[src/rtl/uart_tx_scheduler.sv]
// uart_tx_scheduler
//
// Shares one UART transmitter between N byte-stream requesters. A requester
// is granted between messages in round-robin order and keeps the grant until
// it hands over a byte marked last (or, optionally, goes quiet for too long).
// Each accepted byte becomes one single-cycle tx_request strobe to the UART.
//
// state  | meaning
// -------+----------------------------------------------------------------
// IDLE   | no owner; arbitrate among valid requesters starting at ptr
// LOCKED | owner waits for its byte and the UART; lock timeout runs here
// PULSE  | tx_request high for this one cycle, tx_data holds the byte
// GAP    | one dead cycle while the UART drops tx_ready; release if last
//
// Ports
//   clk         single clock
//   reset       synchronous, active-high
//   req_valid   [N]    requester i has a byte on its lane
//   req_data    [8N]   byte lanes, lane i at [8i+7:8i]
//   req_last    [N]    lane i's byte ends its message
//   req_ready   [N]    lane i's byte is accepted this cycle (owner only)
//   grant       [N]    one-hot lock owner, zero when unlocked
//   tx_data     [8]    byte to the UART, held between strobes
//   tx_request         one-cycle strobe to the UART
//   tx_ready           UART idle
//   busy               scheduler is not in IDLE

module uart_tx_scheduler #(
    parameter int N            = 4,
    parameter int LOCK_TIMEOUT = 0
) (
    input  logic           clk,
    input  logic           reset,
    input  logic [N-1:0]   req_valid,
    input  logic [8*N-1:0] req_data,
    input  logic [N-1:0]   req_last,
    output logic [N-1:0]   req_ready,
    output logic [N-1:0]   grant,
    output logic [7:0]     tx_data,
    output logic           tx_request,
    input  logic           tx_ready,
    output logic           busy
);

    localparam int IW = (N < 2) ? 1 : $clog2(N);
    localparam int CW = (LOCK_TIMEOUT < 2) ? 1 : $clog2(LOCK_TIMEOUT + 1);
    // The lock is dropped on the edge that ends the LOCK_TIMEOUT-th quiet cycle,
    // i.e. when the counter already holds LOCK_TIMEOUT-1 and the owner is still quiet.
    localparam logic [CW-1:0] TO_LAST = CW'((LOCK_TIMEOUT > 0) ? LOCK_TIMEOUT - 1 : 0);

    typedef enum logic [1:0] {
        S_IDLE   = 2'd0,
        S_LOCKED = 2'd1,
        S_PULSE  = 2'd2,
        S_GAP    = 2'd3
    } state_t;

    state_t          state_q;
    logic [N-1:0]    grant_q;
    logic [IW-1:0]   own_q;
    logic [IW-1:0]   ptr_q;
    logic [7:0]      tx_data_q;
    logic            tx_request_q;
    logic            last_q;
    logic [CW-1:0]   cnt_q;

    logic            pick_valid_d;
    logic [IW-1:0]   pick_idx_d;
    logic [IW-1:0]   ptr_inc_d;
    logic            own_valid_d;
    logic            own_last_d;
    logic [7:0]      own_byte_d;
    logic            timed_out_d;

    // Round-robin pick: walk offsets from high to low so the smallest offset
    // from ptr (the first valid lane at or after ptr) is the one that sticks.
    always_comb begin : pick
        int lane;
        pick_valid_d = 1'b0;
        pick_idx_d   = '0;
        lane         = 0;
        for (int k = N - 1; k >= 0; k--) begin
            lane = int'(ptr_q) + k;
            if (lane >= N) begin
                lane = lane - N;
            end
            if (req_valid[lane]) begin
                pick_valid_d = 1'b1;
                pick_idx_d   = IW'(lane);
            end
        end
    end

    assign own_valid_d = req_valid[own_q];
    assign own_last_d  = req_last[own_q];
    assign own_byte_d  = req_data[{own_q, 3'b000} +: 8];
    assign ptr_inc_d   = (own_q == IW'(N - 1)) ? '0 : own_q + 1'b1;
    assign timed_out_d = (LOCK_TIMEOUT != 0) && (cnt_q == TO_LAST);

    always_ff @(posedge clk) begin
        if (reset) begin
            state_q      <= S_IDLE;
            grant_q      <= '0;
            own_q        <= '0;
            ptr_q        <= '0;
            tx_data_q    <= 8'h00;
            tx_request_q <= 1'b0;
            last_q       <= 1'b0;
            cnt_q        <= '0;
        end else begin
            tx_request_q <= 1'b0;
            case (state_q)
                S_IDLE: begin
                    if (pick_valid_d) begin
                        own_q   <= pick_idx_d;
                        grant_q <= N'(1) << pick_idx_d;
                        cnt_q   <= '0;
                        state_q <= S_LOCKED;
                    end
                end
                S_LOCKED: begin
                    if (own_valid_d) begin
                        cnt_q <= '0;
                        if (tx_ready) begin
                            tx_data_q    <= own_byte_d;
                            last_q       <= own_last_d;
                            tx_request_q <= 1'b1;
                            state_q      <= S_PULSE;
                        end
                    end else if (timed_out_d) begin
                        ptr_q   <= ptr_inc_d;
                        grant_q <= '0;
                        cnt_q   <= '0;
                        state_q <= S_IDLE;
                    end else if (LOCK_TIMEOUT != 0) begin
                        cnt_q <= cnt_q + 1'b1;
                    end
                end
                S_PULSE: begin
                    state_q <= S_GAP;
                end
                S_GAP: begin
                    // tx_ready is not looked at here: the UART may still be
                    // dropping it in response to the strobe.
                    if (last_q) begin
                        ptr_q   <= ptr_inc_d;
                        grant_q <= '0;
                        state_q <= S_IDLE;
                    end else begin
                        cnt_q   <= '0;
                        state_q <= S_LOCKED;
                    end
                end
                default: begin
                    state_q <= S_IDLE;
                end
            endcase
        end
    end

    assign req_ready  = (state_q == S_LOCKED && own_valid_d && tx_ready) ? grant_q : '0;
    assign grant      = grant_q;
    assign tx_data    = tx_data_q;
    assign tx_request = tx_request_q;
    assign busy       = (state_q != S_IDLE);

endmodule
[config.mk]
export PLATFORM = sky130hd
export DESIGN_NAME = uart_tx_scheduler
export DESIGN_NICKNAME = d
export VERILOG_FILES = /design/src/rtl/uart_tx_scheduler.sv
export SDC_FILE = /design/constraint.sdc
export NUM_CORES = 1
export LEC_CHECK = 0
export CAP_MARGIN = 20
export CORE_ASPECT_RATIO = 1.2
export CORE_MARGIN = 2
export CORE_UTILIZATION = 43
export DETAILED_ROUTE_END_ITERATION = 8
export HOLD_SLACK_MARGIN = 0.05
export MAX_ROUTING_LAYER = met4
export PLACE_DENSITY = 0.91
export SKIP_LAST_GASP = 1
export SLEW_MARGIN = 20
export SYNTH_ARGS = -nofsm -noshare
export SYNTH_HDL_FRONTEND = slang
export SYNTH_SLANG_ARGS = --single-unit
export TNS_END_PERCENT = 1
[constraint.sdc]
create_clock -name clk -period 4.55 [get_ports clk]
set_input_delay 0.91 -clock clk [delete_from_list [all_inputs] [get_ports clk]]
set_output_delay 0.91 -clock clk [all_outputs]
set_load 0.03 [all_outputs]
==> Word-level counts from Yosys, hierarchy flattened <==
Index checks and enable logic that the tools add are counted.
{ "classes": {"mux": 39, "n_reduce_logical": 11, "addsub": 8, "bitwise_logic": 2, "n_eq_ne": 8, "shift": 2, "magnitude_cmp": 9} }
{ "ops": {"columns": ["op", "count"], "rows": [
  ["32-bit by 4-bit < comparator with 1-bit output, second input constant", 4],
  ["32-bit 2-to-1 mux", 4],
  ["32-bit by 6-bit indexed part select with 8-bit output", 1],
  ["1-bit 2-to-1 mux", 16],
  ["2-bit 2-to-1 mux", 8],
  ["1-bit binary-select mux with 2-bit select", 6],
  ["4-bit 2-to-1 mux", 3],
  ["3-bit by 3-bit subtractor with 4-bit output, second input constant", 3],
  ["3-bit greater-or-equal comparator, second input constant", 3],
  ["3-bit AND reduction", 3],
  ["2-bit inequality test, second input constant", 4],
  ["2-bit case mux with 4 select lines", 1],
  ["4-bit case mux with 2 select lines", 1],
  ["2-bit by 2-bit adder with 3-bit output, second input constant", 2],
  ["2-bit equality test, second input constant", 3],
  ["2-bit AND reduction", 2],
  ["2-bit nonzero test", 2],
  ["1-bit by 2-bit left shift with 4-bit output, first input constant", 1],
  ["2-bit by 3-bit subtractor with 4-bit output, second input constant", 1],
  ["2-bit by 1-bit adder with 3-bit output, second input constant", 1],
  ["2-bit by 3-bit greater-or-equal comparator with 1-bit output, second input constant", 1],
  ["2-bit by 3-bit < comparator with 1-bit output, second input constant", 1],
  ["3-bit OR reduction", 1],
  ["2-bit by 1-bit adder with 2-bit output, second input constant", 1],
  ["4 further kinds", 6]
]} }
{ "word_totals": {"ff_bits": 20, "out_inout_bits": 18} }

==> Longest topological paths before layout <==
{ "depth": {"depth_word": 13, "ltp_mapped": 7, "depth_no_buf": 6} }

==> Least setup slack after synthesis <==
No wires, ideal clock.
{ "synth_path": {"kind": "in2out", "from": "input req_valid[1]", "to": "output req_ready[0]", "path_buffers": 1, "setup_slack_ns": 1.843, "t_arrival_ns": 1.797, "cell_stages": 4, "path_cell_list": "mux2i_1 > o22ai_2 > buf_6 > and2_1"} }
{ "synth_between": {"elab_chain_cells": 5} }
{ "synth_lines": {"columns": ["item", "line", "source"], "rows": [
  ["from (decl)", "34", "input logic [N-1:0] req_valid,"],
  ["1-bit binary-select mux with 2-bit select", "94", "assign own_valid_d = req_valid[own_q];"],
  ["1-bit 2-to-1 mux (implied by the code)", "94", null],
  ["1-bit logical AND (2 in a row)", "161", "assign req_ready = (state_q == S_LOCKED && own_valid_d && tx_ready) ? grant_q : '0;"],
  ["4-bit 2-to-1 mux", "161", null],
  ["to (decl)", "37", "output logic [N-1:0] req_ready,"]
]} }
No other way between the ends. The select of a mux whose other input is x is not followed.

==> Worst setup path after layout <==
{ "layout_path": {"from": "input req_valid[0]", "to": "output req_ready[1]"} }
The elaborated chain is that of the path after synthesis.

==> results.cfg <==
[synthesis]
yosysMostFrequentCell = dfxtp_1
syn_avg_cell_area_um2 = 10.09
synth_area_um2 = 1221
synth_commonest_cells = dfxtp_1, nor2_1, mux2i_1
ys_ff_latch = 20
synth-main-ff-cell = dfxtp_1
synth_edf_count = 0
synth-seq-area-share = 0.3279
syn_nets = 169
yosysTopAreaCell = dfxtp_1
ys_top_cells_by_area = dfxtp_1, mux4_2, mux2i_1
synth_cell_type_count = 30
netlist_instances = 121
synthDominantCellAreaShare = 0.3279
async_flop_share = 0
ys_warn_count = 0

[floorplanning]
initial_core_util = 0.4426
die_y_um = 62.38
ios = 61
die_area_um2 = 3284
fp.dieW_um = 52.65
core.rowCount = 21
fp.coreArea_um2 = 2759

[clocking]
cts-resized-gates = 0
clockRootBuffer = clkbuf_4
post_cts_buffers = 0
clk_latency_ns = 0.30
cts-hold-fix-buffers = 0
cts_sinks = 20
cts_tree = done
htreeDepth = 1
cts.clk_slew.worst_paths_ns = 0.10
numCtsBuffers = 3
clockBufferDepth = 2

[route]
wl_mm = 3.246
wl_met3_um = 288
num_vias = 1208
via_per_inst = 5.593
ant_nets = 0
drc = 0
dr.first_iter.drc_count = 19
top_layer_used = met4
wl_met1_mm = 1.236
route.met2.wl_mm = 1.683
routedWlPerCell_um = 15.03
drt_pass1_iterations = 4

[critical_path]
cpMostUsedCell = clkdlybuf4s50_1
worstPathArrival_ns = 2.85
r2r_slack_ns = 2.85
worst-path-max-fanout = 14
start_kind = input pin
critPathKind = input pin to primary output
crit_slowest_cell = clkdlybuf4s50_1
end_kind = primary output
cp_cell_sequence = clkdlybuf4s50_1, mux2i_1, o22ai_2, buf_4, and2_1, clkdlybuf4s50_1
slowest_delay_ns = 0.66
crit_required_ns = 3.64

[sta]
finalSetupTns_ns = 0
slew_viol_final = 0
fin_crit_sh = 0.8254
rsz0062_at_grt = false
fmax_mhz = 266.3
period_needed_ns = 3.755
finalSetupViolCount = 0
worst_slack_ns = 0.7945
finalClockSkew_ns = 0.01032
worstMarginPinSlew_ns = 0.6349
slew_headroom = 0.5754
hold_viol_final = 0

[cells_and_area]
final_area_um2 = 1904
fin_util = 0.6902
drive_above_1_share = 0.09341
fin_nets = 231
syn_to_final_growth_pct = 55.94
insertedDiodeCount = 0

[global_routing]
grt_pass1_vias = 1272
grt_pass1_wl_mm = 5.485
grt.total_usage = 0.2252
grt_max_degree = 19
overflow = 0
antenna_found_initial = 0

[placed_design]
io_buffers = 60
pre_cts_slack_ns = 0.7925
hpwl_mm = 2.650
place_area_um2 = 1852
place_congestion = 0.8559

[power_and_ir_drop]
ir_drop_mv = 0.2678
p_total_uw = 724.0
power.leakage_uw = 0.0006853
powerDensity_nw_per_um2 = 380.2

[run_status]
status = finished clean

[worst_hold_path]
hold_path_class = flip-flop to flip-flop

[run]
cap_violations = 0
[critical path, delay by kind of cell]
family                 cells  cell delay [ns]
AOI/OAI and AO/OA          1             0.17
buffers and inverters      3             1.46
muxes                      1             0.13
and+or+nand+nor            1             0.16
[layout make-up]
type / count / area [µm²]
clock buffer: 3 / 22.52
clock inverter: 1 / 30.03
fill: 193 / 854.6
inverter: 6 / 22.52
multi-input combinational: 90 / 770.7
sequential: 20 / 400.4
tap: 34 / 42.54
timing repair buffer: 62 / 615.6
[sequential cells by signal, indices dropped and copies added (netlist names)]
name	cells
own_q	2
state_q	2
grant	4
tx_request	1
ptr_q	2
tx_data	8
last_q	1
[layout by cell type, fill, tap and decap left out, drive strengths merged]
cell and count:
o21ai 2, nor4 1, o31a 2, inv 6, nor2b 2, a21oi 8
clkbuf 3, a32o 4, ha 5, a21o 2, mux4 9, buf 2
nand2 6, a211oi 3, and2 5, o311ai 1, clkdlybuf4s50 60, nor3 2
mux2i 11, dfxtp 20, a2111o 1, nand2b 4, o22ai 1, nor2 14
bufinv 1, nand3b 2, a211o 1, o31ai 1, nand3 2, o221a 1
[metal layers]
| metal | track usage | vias up |
|---|---|---|
| li1 | - | 581 |
| met1 | 0.2415 | 565 |
| met2 | 0.3938 | 58 |
| met3 | 0.06459 | 4 |
| met4 | 0.06090 | 0 |
| met5 | - | - |
[path summary, 6_finish.rpt]
path                                      to  cells after the start         start
worst min-delay path              tx_data[3]                      2    tx_data[3]
worst max register to register    state_q[0]                      4      own_q[1]
worst min register to register    tx_data[3]                      2    tx_data[3]
worst max-delay path            req_ready[1]                      6  req_valid[0]
[metrics by stage]
stage          cells  hold WS [ns]
5_1_grt          216        0.5393
3_3_place_gp     212        0.4718
4_1_cts          216        0.5094
6_report         216        0.5073
2_1_floorplan    121        0.4718
3_5_place_dp     212        0.4855
[where the power goes]
part	switching [µW]	internal [µW]	leakage [µW]
clock	54.0	89.1	0.0000279
sequential	25.7	203	0.000163
combinational	180	173	0.000495
[kinds of logic after synthesis]
kind of cell             Yosys count  synth area share
AND/OR/NAND/NOR                   38            0.1516
buffers and inverters             11           0.04098
adder cells (fa/ha/maj)            5           0.05123
multiplexers                      20            0.2561
AO/OA/AOI/OAI                     27            0.1721
flip-flops                        20            0.3279
(Power assumes the default switching activity.)
